## config.mk

```make
export PLATFORM = sky130hd
export DESIGN_NAME = _exec_sequencer
export DESIGN_NICKNAME = d
export VERILOG_FILES = /design/src/rtl/_exec_sequencer.sv
export SDC_FILE = /design/constraint.sdc
export NUM_CORES = 1
export LEC_CHECK = 0
export ABC_AREA = 1
export CAP_MARGIN = 20
export CORE_AREA = 5 5 84 86
export CTS_CLUSTER_SIZE = 14
export DETAILED_ROUTE_END_ITERATION = 10
export DIE_AREA = 0 0 89 91
export DONT_BUFFER_PORTS = 1
export PLACE_DENSITY = 0.71
export SLEW_MARGIN = 40
export SYNTH_ARGS = -nofsm -noshare
export SYNTH_HDL_FRONTEND = slang
export SYNTH_SLANG_ARGS = --single-unit
```

## constraint.sdc

```tcl
create_clock -name clk -period 2.15 [get_ports clk]
set_clock_uncertainty 0.1 [all_clocks]
set_input_delay 0.3225 -clock clk [delete_from_list [all_inputs] [get_ports clk]]
set_output_delay 0.3225 -clock clk [all_outputs]
set_load 0.01 [all_outputs]
```

## src/rtl/_exec_sequencer.sv

```systemverilog
// _exec_sequencer: fetch/decode/execute/writeback sequencer with multi-cycle ALU handshake and timeout.
module _exec_sequencer (
  input  logic        clk,
  input  logic        rst,
  input  logic        start,
  output logic        instr_req,
  input  logic        instr_valid,
  input  logic [31:0] instr_data,
  output logic [7:0]  pc,
  output logic [31:0] ir,
  input  logic [5:0]  op,
  output logic        alu_start,
  input  logic        alu_done,
  output logic        reg_we,
  output logic        reg_we2,
  output logic        busy,
  output logic        halted,
  output logic        err,
  output logic [15:0] retired,
  output logic [2:0]  state
);
  localparam logic [2:0] IDLE = 3'd0, FETCH = 3'd1, DECODE = 3'd2, EXEC = 3'd3,
                         WAIT_ALU = 3'd4, WB = 3'd5, HALTED = 3'd6;
  logic [5:0] op_r;
  logic [3:0] cnt;
  logic       is_alu, is_std;
  assign is_alu = op_r == 6'd4 || op_r == 6'd5;
  assign is_std = op_r inside {6'd1, 6'd2, 6'd3, 6'd6, 6'd7};
  assign instr_req = state == FETCH;
  assign alu_start = state == EXEC && is_alu;
  assign reg_we = state == WB && op_r != 6'd3;
  assign reg_we2 = state == WB && op_r == 6'd3;
  assign busy = state inside {FETCH, DECODE, EXEC, WAIT_ALU, WB};
  assign halted = state == HALTED;
  always_ff @(posedge clk) begin
    if (rst) begin
      state <= IDLE;
      pc <= '0;
      ir <= '0;
      op_r <= '0;
      err <= 1'b0;
      retired <= '0;
      cnt <= '0;
    end else begin
      case (state)
        IDLE, HALTED: if (start) begin
          state <= FETCH;
          pc <= '0;
          err <= 1'b0;
          retired <= '0;
        end
        FETCH: if (instr_valid) begin
          ir <= instr_data;
          state <= DECODE;
        end
        DECODE: begin
          op_r <= op;
          state <= EXEC;
        end
        EXEC: begin
          cnt <= '0;
          if (op_r == 6'd0) state <= HALTED;
          else if (is_alu) state <= WAIT_ALU;
          else if (is_std) state <= WB;
          else begin
            err <= 1'b1;
            pc <= pc + 8'd1;
            state <= FETCH;
          end
        end
        WAIT_ALU: if (alu_done) state <= WB;
        else if (cnt == 4'hF) begin
          err <= 1'b1;
          pc <= pc + 8'd1;
          state <= FETCH;
        end else cnt <= cnt + 4'd1;
        WB: begin
          pc <= pc + 8'd1;
          retired <= retired + 16'(retired != 16'hFFFF);
          state <= FETCH;
        end
        default: state <= IDLE;
      endcase
    end
  end
endmodule

```

* Word level (Yosys, flattened, before mapping)
Index checks and enable logic that the tools add are counted.
** Operators by class
- $add $sub $neg :: 3
- Equal/unequal tests :: 25
- Muxes and demuxes :: 27
- Reduce and logical (&&, ||, !) cells :: 19
** Operator list (number)
- $mux W8 :: 6
- $pmux W16 S2 :: 1
- $pmux W8 S4 :: 1
- $eq A6 B3 Y1 const B :: 4
- $mux W3 :: 7
- $pmux W3 S6 :: 1
- $add A16 B1 Y16 :: 1
- $mux W16 :: 1
- $ne A16 B16 Y1 const B :: 1
- $reduce_and A7 Y1 :: 2
- $eq A6 B2 Y1 const B :: 2
- $ne A2 B2 Y1 const B :: 6
- $reduce_bool A5 Y1 :: 2
- $eq A3 B3 Y1 const B :: 3
- $add A8 B1 Y8 const B :: 1
- $mux W4 :: 2
- $pmux W4 S2 :: 1
- $eq A3 B2 Y1 const B :: 2
- $eq A6 B1 Y1 const B :: 1
- $logic_not A6 Y1 :: 1
- $mux W1 :: 6
- $ne A6 B2 Y1 const B :: 1
- $reduce_and A3 Y1 :: 2
- $add A4 B1 Y4 const B :: 1
- 13 further kinds :: 18
** Word-level totals
- Register bits :: 70
- Input port bits :: 43
- Output and inout port bits :: 66
- Word-level logic and storage cells :: 81

* Logic depth before layout (Yosys ltp)
Gate-level depths: netlist of the first run.
- Word-level depth :: 6
- Depth in mapped cells :: 14
- Gate-level depth less buffers :: 14

* Worst setup path after synthesis of the first run
No wires, ideal clock.
- Path type :: register to register
- Start :: reg retired[7]
- End :: reg retired[12]
- Setup time :: 0.132 ns
- Data arrival time :: 1.537 ns
- Data required time :: 1.918 ns
- Slack :: 0.381 ns
- Cell stages (with the launch flop) :: 15
- Path buffers :: 0
- Clock period less this slack :: 1.769 ns
- Cells stage by stage :: dfxtp_1 -> nand2_1 -> inv_1 -> nand3_1 -> nor3_1 -> nand2_1 -> ha_1 -> nand2_1 -> nor2_1 -> nand2_1 -> nor2_1 -> nand2_1 -> nand2_1 -> nand3_1 -> a21oi_1
** On the way
- Word-level cells in the longest chain between the ends :: 3
** Ends and longest elaborated chain
- start, declared :: line 19 : output logic [15:0] retired,
- start signal, assigned :: line 79 : retired <= retired + 16'(retired != 16'hFFFF);
- $ne A16 B16 Y1 :: line 79
- $add A16 B1 Y16 * :: line 79
- $pmux W16 S2 * :: line 45 : case (state)
Mark *: on every way between the ends. The rest lies on a longest branch, timed or not.
A chain may end at the register's enable or synchronous reset.

* Final worst setup path of the first run
- Start :: reg state[1]
- End :: out reg_we
** On the way
- Word-level cells in the longest chain between the ends :: 2
** Ends and longest elaborated chain
- start, declared :: line 20 : output logic [2:0] state
- start signal, assigned :: line 37 : state <= IDLE;
- start signal, assigned :: line 47 : state <= FETCH;
- start signal, assigned :: line 54 : state <= DECODE;
- $eq A3 B3 Y1 :: line 31 : assign reg_we = state == WB && op_r != 6'd3;
- $logic_and A1 B1 Y1 :: line 31
- end, declared :: line 14 : output logic reg_we,
No other way between the ends.

==> results.md, run 1 <==
* Critical Path RT at 1.73 ns
* Post CTS Setup Buffer Count at 0
* Critical Path Slowest Stage Cell: dfxtp_2
* Drt initial violations at 95
* Mapped Cells at 501
* Die outline area at 8100 sq um
* Area share of the largest cell type after synthesis at 0.407
* CP arrival at 1.54 ns
* Port Buffers at 0
* Critical path, cell by cell: inv_4, nand3_2, clkinvlp_4, nand2_1, inv_1
* Status: finished, final reports clean
* Placement Rows at 29
* Number of synthesis warnings at 0
* Logic pwr share at 0.273
* Remaining DRCs at 0
* Final min period at 1.96 ns
* Max_slew headroom at 0.557
* Post-synth EDFFs at 0
* HP Class: input pin to flop
* Hpwl dp at 6.19 mm
* Vias in the first global route at 3184
* RSZ-0062 raised after global routing: no
* Antenna cells at 0
* Initial antenna violation count at 0
* Post-synthesis sequential area ratio at 0.407
* Slew Viols, Final at 0
* Worst-skew pair later-pin latency at 0.34 ns
* Fill cell count at 570
* Pwr Total at 3.92 mW
* GRT overflow at 0
* Placed cell area at 3560 sq um
* Leakage at 1.59 nW
* Switching part of the total at 0.375
* Final wirelength at 8.49 mm
* Pre-CTS WS at 0.206 ns
* Routed Antenna Nets at 0
* Reg clk slew, reported paths at 0.08 ns
* Hold Vio Cnt, Final at 0
* Most used flip-flop cell after synthesis: dfxtp_1
* Post-Syn Nets at 548
* Placer Congestion at 0.854
* Internal at 2.45 mW
* Largest net degree at the start of global routing at 52
* Final Cell Area at 3820 sq um
* Crit Path Max Fanout at 13
* Slowest stage delay, CP at 0.47 ns
* Final worst slack at 0.187 ns
* CTS sink count at 70
* Area grow syn2layout at 10.9%
* Layout Nets at 565
* Clock Power Share at 0.280
* Flop pwr share at 0.448
* Yosys cell types at 31
* DR vias at 3189
* WHS at 0.0187 ns
* Max_cap viols at 0
* First-pass GRT wire length at 14.4 mm
* Mapped Area at 3440 sq um
* Final worst path period share at 0.913
* Endpoints failing setup at 0
* Clk buf depth at 2
* Die H at 91 um
* Vias/cell at 5.32
* Synth cell count leaders: 103 x nor2_1, 90 x nand2_1, 70 x dfxtp_1
* Share of cells above drive strength 1 at 0.128
* Critical Path Sink Type: output port
* 1st-pass router iterations at 4
* Crit path launch type: flop
* Least-Margin Pin Slew at 0.663 ns
* GRT Total Usage at 0.219
* Die Width at 89 um
* CTS tree: built
* Post-Layout Cell Count at 600
* Register bit count reported by yosys at 70
* Per-cell routed wire length at 14.2 um
* Setup Total Neg Slack at 0 ns
* WP buf/inv at 3
* Ranking of synthesized cells by area: dfxtp_1 41%, nor2_1 11%, nand2_1 9.8%
* Post-placement cell count at 579
* Top delay family on crit path: flip-flops
* TritonCTS Buffers at 9
* Ports at 109
* Average size of a mapped cell at 6.87 sq um
* H-tree depth at 3
* Most numerous cell in the Yosys netlist: nor2_1
* Dominant cell type by area after synthesis: dfxtp_1
* Psw at 1.47 mW
* VDD IR max at 569 uV
* Critical path class: flop to output port
* Power per Cell Area at 1030 nW/um^2
* Initial core utilization at 0.555
* Async S/R FF share, synth at 0
* Max Freq at 509 MHz
* Fin util at 0.616
* CTS Root Cell: clkbuf_8
* Core Box Area at 6200 sq um
[cell usage in the layout (no fill, tap or decap), types with 3 or more instances in the layout]
| master | n |
|---|---|
| inv_2 | 4 |
| dfxtp_1 | 68 |
| ha_1 | 4 |
| nor2_4 | 3 |
| o21ai_1 | 10 |
| buf_4 | 20 |
| nand3_1 | 30 |
| o21ai_0 | 46 |
| dlygate4sd3_1 | 5 |
| clkbuf_8 | 11 |
| nand2_4 | 3 |
| nand4_1 | 8 |
| nor2_2 | 7 |
| nand2_1 | 90 |
| a21oi_1 | 33 |
| nor2_1 | 103 |
| nor3_1 | 7 |
| inv_1 | 47 |
[what timing repair did]
item                       4_1_cts  5_1_grt
resized for setup                0        3
hold endpoints to repair        18        2
setup endpoints to repair        0        6
hold buffers                     3        2
[sequential cells by signal, summed over array words and instances (netlist names)]
| register | cells |
|---|---|
| cnt | 4 |
| retired | 16 |
| err | 1 |
| ir | 32 |
| op_r | 6 |
| pc | 8 |
| state | 3 |
[logic make-up after synthesis]
kind of cell / count (synthesis) / share of synthesized area
buf+inv: 73 / 0.0992
compound gates: 92 / 0.137
flops: 70 / 0.407
xor+xnor: 1 / 0.00254
simple gates: 261 / 0.340
fa+ha+maj: 4 / 0.0145
[worst reg2reg max path: stages, from the launching register on]
cell and delay (ns):
dfxtp_2 0.35, nand2_1 0.07, inv_1 0.04, nand2_1 0.08, nor3_1 0.06, nand2_1 0.07
ha_1 0.18, inv_1 0.06, nor2_1 0.23, nand3_1 0.13, nor2_1 0.15, nand3_1 0.10
o21ai_0 0.16, nor2_1 0.05
[per-layer routing]
| metal | track usage | wire [um] | vias to the layer above |
|---|---|---|---|
| li1 | - | - | 1631 |
| met1 | 0.267 | 3590 | 1435 |
| met2 | 0.349 | 3990 | 107 |
| met3 | 0.0760 | 740 | 16 |
| met4 | 0.0893 | 178 | 0 |
| met5 | 0 | 0 | - |
[power by group through the flow]
stage / Sequential, mW / Combinational [mW] / Clock, mW
floorplan: 1.71 / 0.920 / 0
global placement: 1.77 / 1.03 / 0
detailed placement: 1.78 / 1.05 / 0
CTS: 1.75 / 1.06 / 1.13
global route: 1.78 / 1.22 / 1.19
finish: 1.75 / 1.07 / 1.10
[path summary, 6_finish.rpt]
check	end	cells after the start	slack, ns	from
worst min register to register	op_r[2]	2	0.37	op_r[2]
worst min-delay path	ir[15]	2	0.02	instr_data[15]
worst max-delay path	reg_we	5	0.19	state[1]
worst max register to register	retired[15]	13	0.20	retired[13]
[final cells by class]
class,count,area (sq um),share of cell area
multi-input cells,358,1700,0.445
clock inverters,5,56.3,0.0147
well taps,77,96.3,0.0252
repair buffers,25,200,0.0524
flip-flops and latches,70,1400,0.368
inverters,54,211,0.0554
clock buffers,11,151,0.0396
Power figures use the tool's default switching activity.
==> run 2: changes to the inputs <==
clock period = 2.4 ns   (was 2.15 ns; I/O delays follow)
==> run 2 against run 1 <==
  * Core utilization is 2.4 points lower
  * Worst setup slack better by 0.045 ns
  * Die area stayed put
  * Cell area is 3.9% lower
  * Combinational power is 13% lower
  * Global-route usage is 0.81 points lower
  * Sequential power is 10% lower
  * Clock power is 14% lower
  * Sequential cell count stayed put
  * Largest cell class unchanged
  * Critical path depth stayed put
==> results.md, run 2 (synthesized netlist as in run 1, its figures left out) <==
* GRT Total Usage at 0.211 (-0.00814)
* Power per Cell Area at 938 nW/um^2 (-8.5%)
* Hpwl dp at 5.92 mm (-4.4%)
* Max_slew headroom at 0.566 (+0.00929)
* Placer Congestion at 0.784 (-8.2%)
* Per-cell routed wire length at 13.8 um (-2.2%)
* TritonCTS Buffers at 9 (unchanged)
* Critical path class: flop to output port
* VDD IR max at 596 uV (+4.7%)
* Reg clk slew, reported paths at 0.08 ns (about the same)
* Crit Path Max Fanout at 20 (+7)
* Die H at 91 um (unchanged)
* Clock Power Share at 0.273 (-0.007)
* Die outline area at 8100 sq um (unchanged)
* WHS at 0.0459 ns (+0.0272 ns)
* Drt initial violations at 130 (+37%)
* CTS sink count at 70 (unchanged)
* Antenna cells at 0 (unchanged)
* Ports at 109 (unchanged)
* DR vias at 3138 (-1.6%)
* Least-Margin Pin Slew at 0.649 ns (-0.0139 ns)
* CTS Root Cell: clkbuf_8
* Vias in the first global route at 2998 (-5.8%)
* HP Class: input pin to flop
* Clk buf depth at 2 (unchanged)
* Hold Vio Cnt, Final at 0 (unchanged)
* Endpoints failing setup at 0 (unchanged)
* Leakage at 1.49 nW (-5.9%)
* Post-Layout Cell Count at 583 (-2.8%)
* Port Buffers at 0 (unchanged)
* Pre-CTS WS at 0.357 ns (+0.151 ns)
* Critical path, cell by cell: inv_4, nand3_2, clkinvlp_4, nand2_1, inv_1
* Fin util at 0.592 (-0.0240)
* Max_cap viols at 0 (unchanged)
* Internal at 2.13 mW (-13%)
* Fill cell count at 591 (+3.7%)
* CP arrival at 1.71 ns (+0.17 ns)
* Largest Register: ir
* Wl on met1 at 3.35 mm (-6.5%)
* Worst-skew pair later-pin latency at 0.35 ns (about the same)
* Commonest non-fill, non-tap cell in the layout: nor2_1
* Core Box Area at 6200 sq um (unchanged)
* Most frequent cells in the layout: 103 x nor2_1, 90 x nand2_1, 69 x dfxtp_1, 47 x inv_1, 46 x o21ai_0
* Crit path launch type: flop
* Remaining DRCs at 0 (unchanged)
* H-tree depth at 3 (unchanged)
* Largest net degree at the start of global routing at 52 (unchanged)
* Logic pwr share at 0.270 (-0.003)
* Final min period at 2.17 ns
* Setup Total Neg Slack at 0 ns (unchanged)
* Max reg flops at 32 (unchanged)
* Final worst slack at 0.232 ns (+0.0454 ns)
* Max Freq at 461 MHz
* Vias/cell at 5.38 (+1.3%)
* Placed cell area at 3460 sq um (-2.7%)
* RSZ-0062 raised after global routing: no
* Post CTS Setup Buffer Count at 0 (unchanged)
* Switching part of the total at 0.382 (+0.00787)
* Routed Antenna Nets at 0 (unchanged)
* Initial core utilization at 0.555 (unchanged)
* Top delay family on crit path: flip-flops
* Top Layer Used: met4
* GRT overflow at 0 (unchanged)
* Area grow syn2layout at 6.61%
* Pwr Total at 3.44 mW (-12%)
* Flop pwr share at 0.457 (+0.009)
* Final worst path period share at 0.903
* Critical Path Slowest Stage Cell: dfxtp_2
* Final Cell Area at 3670 sq um (-3.9%)
* Largest registers: ir (32), retired (16), pc (8)
* Final wirelength at 8.07 mm (-4.9%)
* Metal2 WL at 3.79 mm (-5.0%)
* Slew Viols, Final at 0 (unchanged)
* CTS tree: built
* Critical Path RT at 1.94 ns (+0.21 ns)
* Die Width at 89 um (unchanged)
* Critical Path Sink Type: output port
* Psw at 1.32 mW (-10%)
* 1st-pass router iterations at 7 (+3)
* Layout Nets at 548 (-3.0%)
* Share of cells above drive strength 1 at 0.105 (-0.0234)
* WP buf/inv at 3 (unchanged)
* Slowest stage delay, CP at 0.54 ns (+0.07 ns)
* First-pass GRT wire length at 13.7 mm (-4.4%)
* Wire length on met3 at 791 um (+6.9%)
* Initial antenna violation count at 0 (unchanged)
* Post-placement cell count at 566 (-2.2%)
* Placement Rows at 29 (unchanged)
* Status: finished, final reports clean
==> run 2: changes by cell type in the layout (fill, tap and decap cells not counted) <==
cell           before  now
buf_4              20    7
clkbuf_8           11    9
clkinv_4            0    2
dfxtp_1            68   69
dfxtp_2             2    1
dlygate4sd3_1       5    1
==> run 2: final cells by class <==
type                       count  area, sq um  area share
multi-input combinational    358         1700       0.463
clock inverter                 7         73.8      0.0201
tap                           77         96.3      0.0262
inverter                      54          211      0.0576
timing repair buffer           8         62.6      0.0170
clock buffer                   9          124      0.0337
sequential                    70         1400       0.382
==> run 2: worst register-to-register path: cells and delay by family, from the launching register on <==
| kind | cells | cell delay (ns) |
|---|---|---|
| compound gates | 2 | 0.23 |
| fa+ha+maj | 1 | 0.20 |
| simple gates | 9 | 0.93 |
| flops | 1 | 0.44 |
| buf+inv | 1 | 0.10 |
==> run 2: what timing repair did <==
action | 4_1_cts | 5_1_grt
resized for setup | 0 | 2
hold buffers | 1 | 0
setup endpoints to repair | 0 | 1
hold endpoints to repair | 16 | 0
==> run 2: routing by layer <==
metal,vias to the layer above,global-route usage
li1,1605,-
met4,0,0.0856
met1,1411,0.254
met3,13,0.0796
met5,-,0
met2,109,0.335
==> run 2: worst paths after layout <==
kind | slack [ns] | cells after the start | start | endpoint
max | 0.23 | 5 | state[1] | reg_we
min | 0.05 | 2 | instr_data[8] | ir[8]
max reg2reg | 0.32 | 13 | retired[8] | retired[10]
min reg2reg | 0.37 | 2 | op_r[0] | op_r[0]
==> run 2: power groups by stage <==
stage               Combinational [mW]  Clock [mW]  Sequential, mW
finish                           0.929       0.942            1.57
detailed placement               0.920           0            1.60
CTS                              0.930       0.970            1.58
floorplan                        0.824           0            1.53
global route                      1.07        1.03            1.60
global placement                 0.904           0            1.60
==> RTL edit 1, RTL diff (settings of run 1) <==
Register the inputs `start`, `instr_valid`, `instr_data`, `op` and `alu_done` before use. The logic sees them one clock later.
--- a/src/rtl/_exec_sequencer.sv
+++ b/src/rtl/_exec_sequencer.sv
@@ -23,2 +23,17 @@
                          WAIT_ALU = 3'd4, WB = 3'd5, HALTED = 3'd6;
+
+  logic start_q;
+  logic instr_valid_q;
+  logic [31:0] instr_data_q;
+  logic [5:0] op_q;
+  logic alu_done_q;
+
+  always_ff @(posedge clk) begin
+    start_q       <= start;
+    instr_valid_q <= instr_valid;
+    instr_data_q  <= instr_data;
+    op_q          <= op;
+    alu_done_q    <= alu_done;
+  end
+
   logic [5:0] op_r;
@@ -45,3 +60,3 @@
       case (state)
-        IDLE, HALTED: if (start) begin
+        IDLE, HALTED: if (start_q) begin
           state <= FETCH;
@@ -51,4 +66,4 @@
         end
-        FETCH: if (instr_valid) begin
-          ir <= instr_data;
+        FETCH: if (instr_valid_q) begin
+          ir <= instr_data_q;
           state <= DECODE;
@@ -56,3 +71,3 @@
         DECODE: begin
-          op_r <= op;
+          op_r <= op_q;
           state <= EXEC;
@@ -70,3 +85,3 @@
         end
-        WAIT_ALU: if (alu_done) state <= WB;
+        WAIT_ALU: if (alu_done_q) state <= WB;
         else if (cnt == 4'hF) begin
Behaviour: not the same (a bounded check fails within 4 cycles, from zero or initial values and one cycle with rst high).
==> RTL edit 1 against run 1 <==
Sequential cell count is 41 higher. Cell area is 28% higher. Wire length is 24% higher. Global-route usage is 4.3 points higher. Maximum frequency is 0.34% higher. Worst hold slack better by 0.24 ns. Setup slack better by 0.0066 ns. Area after synthesis is 19% higher. Core utilization is 17 points higher. Power is 38% higher. Clock power is 12% higher. Critical endpoint unchanged. Largest cell class is now flip-flops and latches. Largest power group unchanged.
==> RTL edit 1: results <==
setup_path:
  cp_max_fo: 11
  cp_slowest_stage_delay_ns: 0.50
placed_design:
  gp_congestion: 0.932
  dp.cells: 601
  dpl_cell_area_mm2: 0.00426
  dp_hpwl_um: 6210
cts:
  ctsHoldBuffers: 42
  insertion_delay_ns: 0.37
  path_clk_slew_ns: 0.11
drt:
  drt_pass1_iterations: 6
  viasPerCell: 5.58
  via_count: 3686
  finalWirelength_um: 10500
  drt-initial-drc-count: 224
yosys:
  synth_nets: 570
  synth_common_cells: "dfxtp_1, nor2_1, nand2_1, o21ai_0, inv_1"
  synth_cell_types: 33
  ys_top_cells_by_area: "dfxtp_1, nor2_1, nand2_1"
global_routing:
  track_usage_pct: 26.2
  antenna_found_initial: 1
  grt_max_degree: 33
  grt_first_pass_wirelength_um: 16700
layout:
  drive_gt1_share_pct: 9.62
  nets: 624
  largestRegisters: "instr_data_q: 32 flops, ir: 32 flops, retired: 16 flops"
sta:
  tightest_slew_ns: 0.584
run_status:
  status: "completed"
worst_hold_path:
  holdPathStages: 4
pwr:
  power_leakage_nw: 2.02
[RTL edit 1: layout make-up]
cell class	count	area [um2]
Clock inverter	7	75.1
Multi-Input combinational cell	353	1660
Fill cell	411	1310
Sequential cell	111	2220
Tap cell	77	96.3
Antenna cell	1	2.50
Clock buffer	9	124
Inverter	41	158
Timing Repair Buffer	61	563
[RTL edit 1: power groups by stage]
stage,Sequential (mW),Combinational (mW),Clock [mW]
after floorplan,2.73,1.07,0
after global placement,2.80,1.22,0
after detailed placement,2.80,1.26,0
after CTS,2.75,1.33,1.24
after global routing,2.82,1.59,1.33
final,2.77,1.39,1.23
[RTL edit 1: worst paths after layout]
kind	start	end	slack, ns
setup reg to reg	retired[11]	retired[12]	0.22
hold / removal	rst	pc[6]	0.25
hold reg to reg	op_r[4]	op_r[4]	0.36
setup / recovery	state[1]	reg_we	0.19
[RTL edit 1: per-layer routing]
layer	GRT usage [%]	part of all wire [%]
met5	0	0
met4	7.57	1.6
met3	11.0	11
met2	42.7	49
met1	31.5	39
[RTL edit 1: metrics by stage]
stage                     hold WS (ns)  power [mW]
final                            0.254        5.39
after global routing             0.272        5.74
after CTS                        0.243        5.32
after detailed placement         0.250        4.06
after global placement           0.250        4.02
after floorplan                  0.250        3.80
[RTL edit 1: cell families (layout without fill, tap and decap cells)]
| family | Yosys count | count (layout) | synth area share (%) |
|---|---|---|---|
| AND/OR/NAND/NOR | 249 | 249 | 25.9 |
| flip-flops | 111 | 111 | 54.1 |
| AO/OA/AOI/OAI | 98 | 98 | 12.4 |
| buffers and inverters | 59 | 118 | 5.91 |
| adder cells (fa/ha/maj) | 4 | 4 | 1.22 |
| XOR/XNOR | 2 | 2 | 0.427 |
| other | 0 | 1 | 0 |
==> RTL edit 2, RTL diff (config.mk and constraints of run 1) <==
Without the edit above. Reset style: asynchronous (`rst`), changed in one clocked block.
--- a/src/rtl/_exec_sequencer.sv
+++ b/src/rtl/_exec_sequencer.sv
@@ -34,3 +34,3 @@
   assign halted = state == HALTED;
-  always_ff @(posedge clk) begin
+  always_ff @(posedge clk or posedge rst) begin
     if (rst) begin
Formal check against the unedited RTL: differs if rst is asserted again (counterexample within 4 cycles, from zero or initial values and one cycle with rst high); with rst held inactive, the same outputs for 10 cycles.
==> RTL edit 2 against run 1 <==
First-iteration DRC count up 4.2%. Sequential cell count unchanged. Wire length decreased by 5.5%. Setup slack worse by 0.068 ns. Die area did not move. Largest cell class is now flip-flops and latches. Cell area up 6.8%. Area after synthesis is 5.1% higher. Global-route usage is 1.8 points lower. Power rose by 30%. Via count shrank 16%. Final cell count is 17% lower.
==> RTL edit 2: results <==
placed_design:
  gp_congestion: 0.929
  dp_hpwl_um: 6030
yosys:
  yosysSeqAreaShare_pct: 48.4
  synth_nets: 437
  synth_cell_types: 32
  synthArstFlopShare_pct: 100
  ys_top_cells_by_area: "dfrtp_1, mux2_4, nand2_1"
  synth_common_cells: "nand2_1, dfrtp_1, inv_1, nand3_1, nor2_1"
layout:
  drive_gt1_share_pct: 21.2
  nets: 466
  fillers: 493
drt:
  drt-initial-drc-count: 99
  wl_met3_um: 688
  via_count: 2681
  drt-met1-wl_um: 3380
setup_path:
  startpoint: "state[2]"
  r2r_setup_slack_ns: 0.18
  r2r_cells: 10
  cp_max_fo: 6
  r2r-end: "retired[11]"
  crit_end: "busy"
  rr_startpoint: "retired[6]"
global_routing:
  grt_first_pass_wirelength_um: 12900
  grt_max_degree: 44
  grt_pass1_vias: 2628
  track_usage_pct: 20.1
run_status:
  status: "completed"
sta:
  tightest_slew_ns: 0.608
==> RTL edit 2: critical path, stage by stage, from the launching register on <==
cell	delay, ns
dfrtp_1	0.45
buf_4	0.19
inv_2	0.06
nand2_1	0.17
nand3_2	0.15
inv_2	0.14
nand2_1	0.11
==> RTL edit 2: logic make-up (layout without fill, tap and decap cells) <==
| logic type | after synthesis | after routing | synth area share (%) |
|---|---|---|---|
| buffers and inverters | 57 | 91 | 7.50 |
| AO/OA/AOI/OAI | 33 | 33 | 4.91 |
| AND/OR/NAND/NOR | 187 | 187 | 22.9 |
| adder cells (fa/ha/maj) | 4 | 4 | 1.38 |
| flip-flops | 70 | 70 | 48.4 |
| XOR/XNOR | 5 | 5 | 1.21 |
| multiplexers | 34 | 34 | 13.7 |
==> RTL edit 2: cell type report <==
cell class	instances	area (um2)	area share, %
clock buffers	9	124	3.04
clock inverters	7	103	2.51
inverters	52	199	4.88
multi-input cells	263	1610	39.6
flip-flops and latches	70	1750	42.9
well taps	77	96.3	2.36
repair buffers	23	193	4.72
==> RTL edit 2: stage by stage <==
step / area (um2) / util (%) / instances / TNS, ns / power (mW)
after floorplan: 3620 / - / 390 / 0 / 3.58
final: 4080 / 65.8 / 501 / 0 / 5.10
after detailed placement: 3800 / 61.3 / 482 / 0 / 3.93
after global placement: 3800 / 61.3 / 482 / 0 / 3.87
after global routing: 4080 / 65.8 / 501 / -0.0386 / 5.40
after CTS: 4050 / 65.3 / 500 / 0 / 5.14
==> RTL edit 2: how the worst min path moves through the flow <==
stage | start | end | slack (ns) | cells after the start
after floorplan | instr_valid | state[0] | 0.33 | 1
after global placement | rst | ir[16] | 0.19 | 1
after detailed placement | rst | ir[15] | 0.20 | 1
after CTS | instr_data[1] | ir[1] | 0.004 | 1
after global routing | instr_data[2] | ir[2] | 0.0005 | 1
final | instr_data[15] | ir[15] | 0.02 | 1
==> RTL edit 2: where the power goes <==
group / total (mW) / switching [mW] / internal (mW)
Combinational: 1.67 / 0.860 / 0.807
Clock: 1.20 / 0.529 / 0.667
Sequential: 2.24 / 0.496 / 1.74
Total: 5.10 / 1.89 / 3.22
==> RTL edit 2: layer usage <==
layer | up-vias | track usage [%]
met3 | 9 | 5.61
met5 | - | 0
met4 | 0 | 7.94
li1 | 1331 | -
met1 | 1249 | 26.8
met2 | 92 | 30.9
==> RTL edit 2: timing repair <==
action,CTS,global route
gates resized for setup,0,5
endpoints found under the setup margin,0,11
buffers inserted,0,0
hold endpoints to repair,28,1
hold buffers,2,1
